## config.mk

```make
export PLATFORM = sky130hd
export DESIGN_NAME = miter_seq_cmp
export DESIGN_NICKNAME = d
export VERILOG_FILES = /design/src/rtl/miter_pkg.sv /design/src/rtl/miter_chan_cmp.sv /design/src/rtl/miter_seq_cmp.sv
export SDC_FILE = /design/constraint.sdc
export NUM_CORES = 1
export LEC_CHECK = 0
export CAP_MARGIN = 20
export CORE_ASPECT_RATIO = 1.25
export CORE_MARGIN = 2
export CORE_UTILIZATION = 38
export DETAILED_ROUTE_END_ITERATION = 12
export PLACE_DENSITY = 0.87
export SYNTH_ARGS = -nofsm -noshare
export SYNTH_HDL_FRONTEND = slang
export SYNTH_SLANG_ARGS = --single-unit
```

## constraint.sdc

```tcl
create_clock -name clk -period 1.8 [get_ports clk]
set_input_delay 0.36 -clock clk [delete_from_list [all_inputs] [get_ports clk]]
set_output_delay 0.36 -clock clk [all_outputs]
set_load 0.1 [all_outputs]
```

## src/rtl/miter_pkg.sv

```systemverilog
// miter_pkg: shared state encoding, default counter width and saturating increment for the miter checker
package miter_pkg;
  typedef enum logic [1:0] {IDLE = 2'd0, SETTLE = 2'd1, CHECK = 2'd2, FAIL = 2'd3} state_e;
  localparam int CNT_W_DEF = 16;
  function automatic logic [63:0] sat_inc(input logic [63:0] v, input logic [63:0] max);
    return (v == max) ? v : v + 64'd1;
  endfunction
endpackage

```

## src/rtl/miter_chan_cmp.sv

```systemverilog
// miter_chan_cmp: one channel masked compare; mism_o = any cared bit differs between gold_i and gate_i
module miter_chan_cmp #(
  parameter int W = 8
) (
  input  logic [W-1:0] gold_i,
  input  logic [W-1:0] gate_i,
  input  logic [W-1:0] care_i,
  output logic         mism_o
);
  assign mism_o = |((gold_i ^ gate_i) & care_i);
endmodule

```

## src/rtl/miter_seq_cmp.sv

```systemverilog
// miter_seq_cmp: gold-vs-gate miter (clk/rst, arm/clear/valid, care/gold/gate in; state/pass/fail/counters/first-fail out; MITER_SNAPSHOT_EN adds snap_gold_o/snap_gate_o)
module miter_seq_cmp
  import miter_pkg::*;
#(
  parameter int NCH          = 4,
  parameter int W            = 8,
  parameter int CNT_W        = CNT_W_DEF,
  parameter int SETTLE_CYC   = 2,
  parameter int MIN_SAMPLES  = 1,
  parameter int STOP_ON_FAIL = 1,
  localparam int CH_W        = (NCH > 1) ? $clog2(NCH) : 1
) (
  input  logic               clk,
  input  logic               rst,
  input  logic               arm_i,
  input  logic               clear_i,
  input  logic               valid_i,
  input  logic [NCH*W-1:0]   care_i,
  input  logic [NCH*W-1:0]   gold_i,
  input  logic [NCH*W-1:0]   gate_i,
  output logic [1:0]         state_o,
  output logic               pass_o,
  output logic               fail_o,
  output logic [NCH-1:0]     fail_ch_o,
  output logic [CNT_W-1:0]   mism_cnt_o,
  output logic [CNT_W-1:0]   samp_cnt_o,
  output logic [CH_W-1:0]    first_ch_o,
`ifdef MITER_SNAPSHOT_EN
  output logic [W-1:0]       snap_gold_o,
  output logic [W-1:0]       snap_gate_o,
`endif
  output logic [CNT_W-1:0]   first_stamp_o
);
  localparam int SW = $clog2(SETTLE_CYC + 2);
  localparam logic [CNT_W-1:0] CNT_MAX = '1;
  state_e state_q, state_d;
  logic [SW-1:0] settle_q, settle_d;
  logic [CNT_W-1:0] samp_q, samp_d, mism_cnt_q, mism_cnt_d, stamp_q, stamp_d;
  logic [NCH-1:0] fail_ch_q, fail_ch_d, mism;
  logic [CH_W-1:0] first_ch_q, first_ch_d, lo;
  logic cmp;
`ifdef MITER_SNAPSHOT_EN
  logic [W-1:0] snap_gold_q, snap_gold_d, snap_gate_q, snap_gate_d;
`endif
  for (genvar c = 0; c < NCH; c++) begin : g_ch
    miter_chan_cmp #(.W(W)) u_cmp (
      .gold_i(gold_i[c*W +: W]),
      .gate_i(gate_i[c*W +: W]),
      .care_i(care_i[c*W +: W]),
      .mism_o(mism[c])
    );
  end
  // descending scan leaves the lowest mismatching channel in lo
  always_comb begin
    lo = '0;
    for (int i = NCH - 1; i >= 0; i--) if (mism[i]) lo = CH_W'(i);
  end
  // FAIL keeps comparing only when the run is not frozen on first fail
  assign cmp = valid_i && (state_q == CHECK || (state_q == FAIL && STOP_ON_FAIL == 0));
  always_comb begin
    state_d    = state_q;
    settle_d   = settle_q;
    samp_d     = samp_q;
    mism_cnt_d = mism_cnt_q;
    stamp_d    = stamp_q;
    fail_ch_d  = fail_ch_q;
    first_ch_d = first_ch_q;
`ifdef MITER_SNAPSHOT_EN
    snap_gold_d = snap_gold_q;
    snap_gate_d = snap_gate_q;
`endif
    if (clear_i) begin
      state_d    = IDLE;
      settle_d   = '0;
      samp_d     = '0;
      mism_cnt_d = '0;
      stamp_d    = '0;
      fail_ch_d  = '0;
      first_ch_d = '0;
`ifdef MITER_SNAPSHOT_EN
      snap_gold_d = '0;
      snap_gate_d = '0;
`endif
    end else begin
      if (state_q == IDLE && arm_i) begin
        state_d  = (SETTLE_CYC == 0) ? CHECK : SETTLE;
        settle_d = '0;
      end
      if (state_q == SETTLE && valid_i) begin
        settle_d = settle_q + 1'b1;
        state_d  = (settle_q + 1'b1 == SW'(SETTLE_CYC)) ? CHECK : SETTLE;
      end
      if (cmp) begin
        samp_d    = CNT_W'(sat_inc(64'(samp_q), 64'(CNT_MAX)));
        fail_ch_d = fail_ch_q | mism;
        if (|mism) mism_cnt_d = CNT_W'(sat_inc(64'(mism_cnt_q), 64'(CNT_MAX)));
        // first-fail capture happens only on the CHECK->FAIL sample, so once per run
        if (|mism && state_q == CHECK) begin
          state_d    = FAIL;
          first_ch_d = lo;
          stamp_d    = samp_q;
`ifdef MITER_SNAPSHOT_EN
          snap_gold_d = gold_i[int'(lo)*W +: W];
          snap_gate_d = gate_i[int'(lo)*W +: W];
`endif
        end
      end
    end
  end
  always_ff @(posedge clk or posedge rst) begin
    if (rst) begin
      state_q    <= IDLE;
      settle_q   <= '0;
      samp_q     <= '0;
      mism_cnt_q <= '0;
      stamp_q    <= '0;
      fail_ch_q  <= '0;
      first_ch_q <= '0;
`ifdef MITER_SNAPSHOT_EN
      snap_gold_q <= '0;
      snap_gate_q <= '0;
`endif
    end else begin
      state_q    <= state_d;
      settle_q   <= settle_d;
      samp_q     <= samp_d;
      mism_cnt_q <= mism_cnt_d;
      stamp_q    <= stamp_d;
      fail_ch_q  <= fail_ch_d;
      first_ch_q <= first_ch_d;
`ifdef MITER_SNAPSHOT_EN
      snap_gold_q <= snap_gold_d;
      snap_gate_q <= snap_gate_d;
`endif
    end
  end
  assign state_o       = state_q;
  assign pass_o        = state_q == CHECK && samp_q >= CNT_W'(MIN_SAMPLES) && fail_ch_q == '0;
  assign fail_o        = |fail_ch_q;
  assign fail_ch_o     = fail_ch_q;
  assign mism_cnt_o    = mism_cnt_q;
  assign samp_cnt_o    = samp_q;
  assign first_ch_o    = first_ch_q;
  assign first_stamp_o = stamp_q;
`ifdef MITER_SNAPSHOT_EN
  assign snap_gold_o = snap_gold_q;
  assign snap_gate_o = snap_gate_q;
`endif
endmodule

```

# Word level (Yosys, flattened, before mapping)
# Cells that the tools add are included.
# word_totals
out_inout_bits	58
input_bits	101
regBits	58
# classes
bitwise	9
n_eq_ne	7
addsub	3
mux	28
n_reduce_logical	21
n_lt_le_gt_ge	1
# op_table
cell	count
$mux W16	10
$add A16 B1 Y16 const B	2
$and A8 B8 Y8	4
$eq A16 B16 Y1 const B	2
$mux W2	16
$reduce_or A32 Y1	1
$reduce_or A8 Y1	4
$xor A8 B8 Y8	4
$ge A16 B1 Y1 const B	1
$mux W4	2
$logic_and A1 B1 Y1	6
$reduce_bool A2 Y1	3
$eq A2 B2 Y1 const B	2
$logic_not A4 Y1	1
$ne A2 B2 Y1 const B	2
$or A4 B4 Y4	1
$reduce_and A2 Y1	2
$reduce_or A4 Y1	1
$reduce_and A3 Y1	1
$reduce_bool A3 Y1	1
$add A2 B1 Y2 const B	1
$eq A2 B1 Y1 const B	1
$logic_not A2 Y1	1

# Depth between registers and ports, before layout
# Gate-level depths: netlist of run 1.
# logic_depth
ltp_word	10
mapped_depth	8
ltp_nobuf	7

# Cells and area by module
# Synthesis of run 1 repeated with hierarchy kept, for this count alone.
# hier_totals
hier_cells	380
area_unflattened_um2	3437.0
# by_module_without_submodules
module	instances	area_per_inst_um2	seq_area_each_um2	cells_per_inst
miter_seq_cmp	1	3011.6	1451.4	328
miter_chan_cmp	4	106.4	0.0	13

# Worst setup path before layout of run 1
# Ideal clock, no wire load.
# synth_timing
path_kind	reg-to-output
startpoint	reg fail_ch_q[3], in the netlist fail_ch_o[3]
endpoint	out pass_o
arrival_ps	4882
stages_incl_launch_ff	3
required_time_ps	1440
path_slack_ps	-3442
path_cell_list	dfrtp_1 -> or4_1 -> nor4_1
# synth_via
elab_chain_len	2
# synth_rtl
item	line	source
start: declaration	miter_seq_cmp.sv:39	logic [NCH-1:0] fail_ch_q, fail_ch_d, mism;
start signal: assignment	miter_seq_cmp.sv:129	fail_ch_q <= fail_ch_d;
$logic_not A4 Y1	miter_seq_cmp.sv:138	assign pass_o = state_q == CHECK && samp_q >= CNT_W'(MIN_SAMPLES) && fail_ch_q == '0;
$logic_and A1 B1 Y1	miter_seq_cmp.sv:138	
end: declaration	miter_seq_cmp.sv:22	output logic pass_o,
# No other way between the ends.

# Final worst setup path of run 1
# layout_timing
startpoint	in gold_i[7]
endpoint	reg stamp_q[14], in the netlist first_stamp_o[14]
# layout_via
elab_chain_len	6
# layout_rtl
item	line	source
start: declaration	miter_seq_cmp.sv:19	input logic [NCH*W-1:0] gold_i,
$xor A8 B8 Y8	miter_chan_cmp.sv:10	assign mism_o = |((gold_i ^ gate_i) & care_i);
$and A8 B8 Y8	miter_chan_cmp.sv:10	
$reduce_or A32 Y1	miter_seq_cmp.sv:98	if (|mism && state_q == CHECK) begin
$logic_and A1 B1 Y1	miter_seq_cmp.sv:98	
$reduce_bool A2 Y1 (no line)	n/a	
$reduce_and A2 Y1 (no line)	n/a	
end signal: assignment	miter_seq_cmp.sv:128	stamp_q <= stamp_d;
end: declaration	miter_seq_cmp.sv:38	logic [CNT_W-1:0] samp_q, samp_d, mism_cnt_q, mism_cnt_d, stamp_q, stamp_d;
# No other way between the ends.
# A chain may end at the register's enable or synchronous reset.

==> impl_metrics.csv, run 1 <==
group,metric,value,unit
yosys,synth_fp_nets,460,
sta,timing.setup.tns,-17.61,ns
critical_path,r2r_end,"samp_cnt_o[5]",
yosys,synth_edf_count,0,
critical_path,crit_required,1.99,ns
sta,min_period_over_period,126.5,%
drt,drtIter0Drc,481,
grt,grt_pass1_wl,25200,um
sta,fmax,0.4393,GHz
yosys,syn_inst,354,
yosys,ys_seq_area_share,42.06,%
drt,num_vias,4584,
job,max_cap_violations,0,
critical_path,crit_start,"gold_i[7]",
sta,final_max_slew_viol_count,0,
cts,clock_sinks,58,
critical_path,crit_type,"input port to flip-flop",
grt,track_usage,33.88,%
sta,relSlewSlack,50.86,%
die,io_pins,159,
min_path,hold_class,"input port to asynchronous set/reset pin",
drt,drt_wl_total,20460,um
drt,detail-route-antenna-nets,0,
sta,max_slew.worst_pin.slew,0.7371,ns
final_layout,fin_nets,729,
cts,h-tree-depth,3,
grt,grt_max_degree,62,
outcome,status,"complete, but fails checks",
die,start_util,39.45,%
grt,grt_pass1_vias,4772,
critical_path,cp.arrival,2.47,ns
grt,grt-ovfl-total,0,
sta,min_period,2.276,ns
cts,clkLatencyLatePin,0.36,ns
final_layout,nFillCells,430,
sta,grt_setup_unrepaired,"true",
outcome,violations,"setup timing",
sta,setup_violations,54,
sta,hold_viol,0,
die,die_x,89.24,um
cts,cts-root-buf,"clkbuf_8",
critical_path,timing.rr.start,"samp_cnt_o[0]",
critical_path,start_kind,"input port",
power,p_per_area,460.5,mW/mm2
cts,clk_pin_slew_worst_paths,0.07,ns
place,numPortBuffers,158,
place,place_hpwl,9748,um
sta,finalWorstSetupSlack,-0.4763,ns
cts,cts_tree,"built",
drt,drc_errors,0,
power,ir_worst_vdd,0.4908,mV
final_layout,utilization,82.49,%
yosys,yosysWarnings,0,
die,die_h,110.5,um
critical_path,path_max_fanout,5,
critical_path,cp-end-kind,"flip-flop",
place,dp_cells,688,
yosys,yosys_most_used_dff,"dfrtp_1",
cts,cts_buffer_depth,2,
yosys,synth_area,0.003451,mm2
die,core_area,0.008748,mm2
drt,viasPerCell,6.112,
drt,dr.pass1.iters,6,
final_layout,area_growth,109.1,%
place,gp_congestion,0.9028,
die,design.die.area,0.009864,mm2
yosys,synth-seq-cells,58,
grt,antenna_found_initial,4,
final_layout,final_cells,750,
critical_path,r2r_setup_slack,-0.38,ns
die,num_rows,38,
yosys,synth_cell_types,43,
critical_path,reg2regPathDepth,11,
yosys,async_reset_ff_share,100.0,%
power,p_leak,0.003214,uW
drt,wire_per_inst,27.27,um
cts,cts_buffers,9,
yosys,avgSynthCellArea,9.748,um2
sta,fin_skew,0.01434,ns
final_layout,drive_above_1_share,60.35,%
-- synth_stat cells (2+ instances only) --
| library cell | number | area, um2 |
|---|---|---|
| nor2_1 | 51 | 191.4 |
| inv_1 | 10 | 37.54 |
| buf_12 | 2 | 40.04 |
| nor4_1 | 12 | 75.07 |
| clkbuf_1 | 9 | 33.78 |
| and4_1 | 2 | 17.52 |
| or4_1 | 13 | 97.59 |
| xnor2_1 | 12 | 105.1 |
| nand2b_1 | 4 | 25.02 |
| nand2_1 | 15 | 56.30 |
| a21oi_1 | 19 | 95.09 |
| nor3_1 | 8 | 40.04 |
| mux2_2 | 2 | 22.52 |
| nand3_1 | 13 | 65.06 |
| nor4_2 | 2 | 25.02 |
| a21o_1 | 2 | 15.01 |
| dfrtp_1 | 58 | 1451 |
| o41ai_4 | 2 | 55.05 |
| nand4_1 | 9 | 56.30 |
| xor2_1 | 33 | 289.0 |
| buf_6 | 2 | 22.52 |
| o21ai_0 | 4 | 20.02 |
| a22oi_1 | 18 | 135.1 |
| ha_1 | 5 | 62.56 |
| nor2b_1 | 2 | 12.51 |
| mux2i_1 | 18 | 180.2 |
| o31ai_1 | 11 | 82.58 |
-- worst max-delay path, stage by stage --
cell	delay (ns)
buf_2	0.16
xor2_1	0.19
a22oi_1	0.23
nand4_1	0.17
buf_4	0.20
o41ai_4	0.43
buf_6	0.25
clkbuf_16	0.18
mux2i_1	0.21
nor2_1	0.07
-- cells by family after synthesis --
kind of cell / after synthesis / share of synthesized area, %
AO/OA/AOI/OAI: 60 / 12.47
buffers and inverters: 25 / 4.206
AND/OR/NAND/NOR: 141 / 22.15
flip-flops: 58 / 42.06
XOR/XNOR: 45 / 11.42
multiplexers: 20 / 5.874
adder cells (fa/ha/maj): 5 / 1.813
-- area by class of cell --
class | count | area [um2] | area share [%]
clock inverters | 5 | 30.03 | 0.4161
diodes | 2 | 5.005 | 0.06935
well taps | 120 | 150.1 | 2.080
multi-input cells | 271 | 2415 | 33.46
inverters | 10 | 40.04 | 0.5548
flip-flops and latches | 58 | 1498 | 20.75
repair buffers | 273 | 2938 | 40.71
clock buffers | 11 | 141.4 | 1.959
-- through the flow --
| step | power, uW | area (um2) | setup slack, ns | hold slack, ns |
|---|---|---|---|---|
| detailed placement | 2053 | 6390 | -0.8141 | 0.5606 |
| finish | 3323 | 7217 | -0.4763 | 0.3636 |
| floorplan | 1647 | 3641 | -0.9790 | 0.5053 |
| CTS | 3134 | 6878 | -0.3591 | 0.3257 |
| global placement | 2027 | 6390 | -0.6854 | 0.5187 |
| global route | 3416 | 7214 | -0.5514 | 0.3465 |
-- where the power goes --
group          internal [uW]  total [uW]  switching [uW]
clock network            530        1130             596
registers               1320        1330            15.7
logic                    392         866             474
-- flip-flops by register name (all words and copies together) (netlist names) --
signal         flops
mism_cnt_o        16
first_ch_o         2
settle_q           2
samp_cnt_o        16
state_o            2
first_stamp_o     16
fail_ch_o          4
-- placed cells by master, fill, tap and decap left out, types with 11 or more instances in the layout --
cell type      count
buf_4             81
buf_12            61
nor2_1            47
buf_2             42
dfrtp_2           37
buf_6             35
dlygate4sd2_1     33
xor2_1            25
dfrtp_1           21
mux2i_1           16
nand2_1           12
xnor2_1           12
nand3_1           11
a21oi_2           11
clkbuf_2          11
-- timing repair --
action,CTS,global route
hold buffers,0,0
pin swaps,43,53
gates cloned,4,1
resized for setup,312,77
setup buffers,27,13
setup endpoints to repair,47,51
-- layer usage --
| layer | vias to the layer above | GRT usage, % | wire length (um) |
|---|---|---|---|
| met2 | 426 | 57.09 | 9654 |
| met1 | 2157 | 33.51 | 6151 |
| met3 | 182 | 12.33 | 2449 |
| met4 | 2 | 22.49 | 2186 |
| li1 | 1817 | - | - |
| met5 | - | 0 | 12 |
-- worst max path at each step --
stage | endpoint | slack, ns | depth (start not counted)
after floorplan | pass_o | -0.98 | 2
after global placement | first_stamp_o[0] | -0.69 | 8
after detailed placement | first_stamp_o[11] | -0.81 | 8
after CTS | pass_o | -0.36 | 6
after global routing | first_stamp_o[13] | -0.55 | 10
final | first_stamp_o[14] | -0.48 | 10
Note: power is estimated with default switching activity, not from simulation.
==> inputs of run 2 (changes only) <==
- CORE_UTILIZATION: 38 -> 45
- PLACE_DENSITY: 0.87 -> 0.95
- clock period: 1.8 -> 2.9 ns (I/O delays scaled with it)
==> impl_metrics.csv, run 2 (synthesis gave the netlist of run 1 again) <==
group,metric,value,unit
power,p_int,1556,uW
final_layout,final_cell_mix,"99 x clkdlybuf4s50_1, 64 x buf_4, 51 x nor2_1, 49 x dfrtp_1, 33 x xor2_1",
final_layout,drive_above_1_share,20.31,%
power,p_per_area,395.1,mW/mm2
final_layout,utilization,71.11,%
critical_path,crit_type,"flip-flop to flip-flop",
cts,clkLatencyLatePin,0.35,ns
die,core_area,0.007401,mm2
sta,hold_viol,0,
grt,grt_pass1_wl,16570,um
cts,cts_buffers,9,
grt,antenna_found_initial,0,
sta,min_period,2.536,ns
power,p_leak,0.002351,uW
grt,grt-ovfl-total,0,
sta,max_slew.worst_pin.slew,0.7198,ns
critical_path,r2r_setup_slack,0.36,ns
die,design.die.area,0.008389,mm2
sta,final_max_slew_viol_count,0,
power,p_sw,523.3,uW
min_path,hold_class,"flip-flop to flip-flop",
critical_path,path_max_fanout,14,
place,place_hpwl,7939,um
sta,min_period_over_period,87.46,%
critical_path,start_kind,"flip-flop",
cts,clock_sinks,58,
power,clock_power_share,42.5,%
critical_path,path_buf_inv,0,
grt,track_usage,26.17,%
place,numPortBuffers,158,
sta,fmax,0.3943,GHz
critical_path,path_delay_family,"simple AND/OR/NAND/NOR gates",
critical_path,crit_top_cell,"nand4_1",
die,io_pins,159,
drt,wire_per_inst,17.45,um
final_layout,nFillCells,506,
final_layout,area_growth,52.50,%
die,die_h,101.9,um
sta,grt_setup_unrepaired,"false",
cts,post-cts-setup-buffers,0,
cts,h-tree-depth,3,
job,max_cap_violations,0,
cts,cts-resized-gates,0,
drt,dr.pass1.iters,5,
die,start_util,46.63,%
critical_path,crit_slowest_cell,"or4_1",
sta,setup_violations,0,
cts,cts_buffer_depth,2,
final_layout,mostFrequentLayoutCell,"clkdlybuf4s50_1",
sta,timing.hold.ws,0.5234,ns
drt,drtIter0Drc,251,
drt,drc_errors,0,
cts,clk_pin_slew_worst_paths,0.07,ns
final_layout,fin_nets,623,
critical_path,slowest_delay,0.67,ns
cts,postCtsHoldBufs,0,
drt,num_vias,3434,
grt,grt_max_degree,59,
sta,fin_skew,0.01269,ns
critical_path,cp.arrival,2.80,ns
sta,relSlewSlack,52.01,%
power,seqPwrFrac,40.0,%
cts,cts_tree,"built",
final_layout,final_cells,614,
drt,detail-route-antenna-nets,0,
power,comb_power_share,17.5,%
die,num_rows,35,
power,ir_worst_vdd,0.4781,mV
place,dp_cells,598,
critical_path,cp-end-kind,"flip-flop",
place,gp_congestion,0.8803,
drt,drt_wl_total,10720,um
drt,viasPerCell,5.593,
cts,cts-root-buf,"clkbuf_8",
critical_path,crit_required,3.16,ns
grt,grt_pass1_vias,3473,
power,p_sw_share,25.16,%
die,die_x,82.33,um
final_layout,diodes,0,
critical_path,crit_chain,"ha_1, nand2_1, nor2_1, nand4_1, nand4_1, or4_1, a21oi_1",
outcome,status,"complete, no violations",
-- run 2: cell count changes in the layout (fill, tap and decap cells not counted), moves of 10 or more --
cell,change
a21oi_1,+11
a21oi_2,-11
a22oi_1,+10
a22oi_2,-10
buf_12,-58
buf_2,-41
buf_4,-17
buf_6,-35
clkbuf_2,-11
clkdlybuf4s50_1,+97
dfrtp_1,+28
dfrtp_2,-28
dlygate4sd2_1,-33
-- run 2: final timing paths --
check / startpoint / end / cells after the start
min in group asynchronous: rst / first_ch_o[1] / 3
max in group asynchronous: rst / samp_cnt_o[7] / 3
hold / removal: fail_ch_o[0] / fail_ch_o[0] / 2
setup reg to reg: mism_cnt_o[0] / mism_cnt_o[9] / 7
setup / recovery: mism_cnt_o[0] / mism_cnt_o[9] / 7
hold reg to reg: fail_ch_o[0] / fail_ch_o[0] / 2
-- run 2: worst min-delay path, stage by stage, from the launching register on --
cell     delay (ns)
dfrtp_2        0.37
a21oi_1        0.04
nor2_1         0.07
-- run 2: area by class of cell --
cell class	count	area, um2	share of cell area, %
repair buffers	167	1536	29.20
clock inverters	4	72.57	1.379
inverters	10	37.54	0.7133
well taps	92	115.1	2.187
multi-input cells	271	1873	35.59
flip-flops and latches	58	1463	27.79
clock buffers	12	165.2	3.138
-- run 2: power groups by stage --
| stage | clock network, uW | logic [uW] | registers, uW |
|---|---|---|---|
| 2_1_floorplan | 0 | 126 | 890 |
| 4_1_cts | 890 | 367 | 832 |
| 5_1_grt | 921 | 392 | 833 |
| 6_report | 884 | 364 | 832 |
| 3_3_place_gp | 0 | 355 | 845 |
| 3_5_place_dp | 0 | 366 | 847 |
-- run 2: through the flow --
step | setup WS (ns) | TNS, ns | cell area, um2 | total power, uW
floorplan | -0.09905 | -0.09905 | 3481 | 1016
global placement | 0.1057 | 0 | 5025 | 1200
detailed placement | 0.06537 | 0 | 5025 | 1213
CTS | 0.3791 | 0 | 5263 | 2089
global route | 0.1660 | 0 | 5263 | 2146
finish | 0.3637 | 0 | 5263 | 2079
-- run 2: metal layers --
layer | track usage [%] | wire (um) | vias to the layer above
met5 | 0 | 0 | -
met4 | 11.54 | 300 | 0
met2 | 48.51 | 5678 | 181
li1 | - | - | 1614
met1 | 26.74 | 3696 | 1608
met3 | 7.244 | 1039 | 31
==> inputs of run 3 (changes only) <==
- CORE_UTILIZATION: 45 -> 42
- PLACE_DENSITY: 0.95 -> 0.9
- clock period: 2.9 -> 2.49 ns (I/O delays scaled with it)
==> impl_metrics.csv, run 3 (synthesis gave the netlist of run 1 again) <==
group,metric,value,unit
outcome,status,"complete, no violations",
power,p_per_area,410.2,mW/mm2
critical_path,crit_chain,"clkdlybuf4s50_1, xor2_1, a22oi_1, nand4_2, o41ai_4, buf_12, mux2i_1, nor2_1",
sta,max_slew.worst_pin.slew,0.4814,ns
power,p_sw,569.2,uW
critical_path,r2r_end,"mism_cnt_o[11]",
place,pre_cts_slack,-0.2118,ns
place,dp_cells,607,
die,design.die.area,0.008962,mm2
grt,grt_max_degree,59,
final_layout,nFillCells,619,
critical_path,path_delay_family,"compound AO/OA/AOI/OAI gates",
sta,final_max_slew_viol_count,0,
power,clock_power_share,35.2,%
critical_path,cp.arrival,2.54,ns
sta,min_period_over_period,94.10,%
final_layout,fin_nets,629,
cts,h-tree-depth,3,
cts,cts-root-buf,"clkbuf_8",
critical_path,start_kind,"input port",
sta,grt_setup_unrepaired,"false",
sta,hold_viol,0,
critical_path,crit_required,2.69,ns
grt,grt_pass1_wl,16680,um
critical_path,cp-end-kind,"flip-flop",
min_path,hold_class,"flip-flop to flip-flop",
power,seqPwrFrac,44.9,%
min_path,min_from,"fail_ch_o[0]",
cts,clk_pin_slew_worst_paths,0.07,ns
grt,grt-ovfl-total,0,
cts,clock_sinks,58,
power,ir_worst_vdd,0.3548,mV
grt,antenna_found_initial,0,
critical_path,slowest_delay,0.45,ns
critical_path,path_buf_inv,2,
final_layout,drive_above_1_share,22.73,%
final_layout,final_cells,623,
critical_path,crit_type,"input port to flip-flop",
sta,relSlewSlack,67.91,%
drt,drt_wl_total,10210,um
drt,drc_errors,0,
final_layout,fin_area,0.005260,mm2
cts,cts-resized-gates,0,
job,max_cap_violations,0,
cts,post-cts-setup-buffers,0,
final_layout,area_growth,52.43,%
drt,num_vias,3378,
power,p_total,2158,uW
cts,clkLatencyLatePin,0.33,ns
place,placedInstanceArea,0.005086,mm2
cts,cts_tree,"built",
sta,fmax,0.4268,GHz
place,place_hpwl,7908,um
power,p_leak,0.002333,uW
critical_path,reg2regPathDepth,8,
final_layout,mostFrequentLayoutCell,"clkdlybuf4s50_1",
cts,cts_buffer_depth,2,
critical_path,r2r_setup_slack,0.39,ns
drt,wire_per_inst,16.39,um
critical_path,path_max_fanout,33,
drt,detail-route-antenna-nets,0,
drt,viasPerCell,5.422,
power,p_sw_share,26.38,%
min_path,hold_depth,2,
sta,fin_skew,0.009811,ns
grt,grt_pass1_vias,3420,
power,comb_power_share,19.9,%
min_path,holdPathEnd,"fail_ch_o[0]",
die,die_x,85.08,um
place,gp_congestion,0.8796,
die,io_pins,159,
grt,track_usage,22.86,%
die,num_rows,36,
die,core_area,0.007883,mm2
power,p_int,1589,uW
drt,drtIter0Drc,157,
cts,cts_buffers,9,
die,die_h,105.3,um
critical_path,timing.rr.start,"mism_cnt_o[0]",
drt,dr.pass1.iters,5,
final_layout,final_cell_mix,"99 x clkdlybuf4s50_1, 70 x buf_4, 51 x nor2_1, 39 x dfrtp_1, 33 x xor2_1",
final_layout,diodes,0,
sta,min_period,2.343,ns
cts,postCtsHoldBufs,0,
sta,setup_violations,0,
sta,finalWorstSetupSlack,0.1469,ns
place,numPortBuffers,158,
final_layout,utilization,66.73,%
critical_path,crit_slowest_cell,"o41ai_4",
die,start_util,43.78,%
[run 3: changes by cell type in the layout (fill, tap and decap cells not counted)]
cell | previous run | this run
clkbuf_1 | 0 | 2
buf_4 | 64 | 70
clkinv_2 | 1 | 3
dfrtp_1 | 49 | 39
dfrtp_2 | 9 | 19
clkinvlp_4 | 1 | 0
clkbuf_8 | 12 | 11
bufinv_16 | 2 | 0
[run 3: worst register-to-register path, delay by kind of cell, from the launching register on]
kind | cells | cell delay [ns]
fa+ha+maj | 1 | 0.24
buf+inv | 1 | 0.19
simple gates | 5 | 0.98
flops | 1 | 0.44
compound gates | 1 | 0.17
[run 3: area by class of cell]
| cell class | count | area (um2) | share of cell area (%) |
|---|---|---|---|
| clock buffers | 13 | 158.9 | 3.021 |
| repair buffers | 173 | 1582 | 30.07 |
| inverters | 10 | 37.54 | 0.7136 |
| multi-input cells | 271 | 1873 | 35.61 |
| flip-flops and latches | 58 | 1475 | 28.04 |
| clock inverters | 3 | 15.01 | 0.2854 |
| well taps | 95 | 118.9 | 2.260 |
[run 3: through the flow]
stage	hold slack (ns)	setup TNS (ns)
global placement	0.5014	-3.009
CTS	0.5147	0
global route	0.5423	0
floorplan	0.5053	-0.4270
finish	0.5208	0
detailed placement	0.5090	-4.688
[run 3: power by group through the flow]
| stage | clock network [uW] | registers [uW] | logic [uW] |
|---|---|---|---|
| 6_report | 760 | 969 | 429 |
| 5_1_grt | 826 | 971 | 462 |
| 4_1_cts | 781 | 969 | 433 |
| 3_5_place_dp | 0 | 986 | 431 |
| 3_3_place_gp | 0 | 986 | 421 |
| 2_1_floorplan | 0 | 1040 | 147 |
[run 3: how the worst max path moves through the flow]
stage | start | end | slack, ns | depth (start not counted)
after floorplan | fail_ch_o[3] | pass_o | -0.43 | 2
after global placement | gate_i[23] | first_stamp_o[9] | -0.14 | 8
after detailed placement | gate_i[19] | first_stamp_o[11] | -0.21 | 8
after CTS | samp_cnt_o[0] | pass_o | 0.11 | 6
after global routing | samp_cnt_o[0] | pass_o | 0.03 | 6
final | gate_i[19] | first_stamp_o[11] | 0.15 | 8
[run 3: layer usage]
metal,global-route usage [%],wire length [um],part of all wire (%),up-vias
li1,-,-,-,1628
met1,25.86,3951,39,1597
met2,40.85,5281,52,135
met3,6.030,796,7.8,18
met4,8.163,180,1.8,0
met5,0,0,0,-
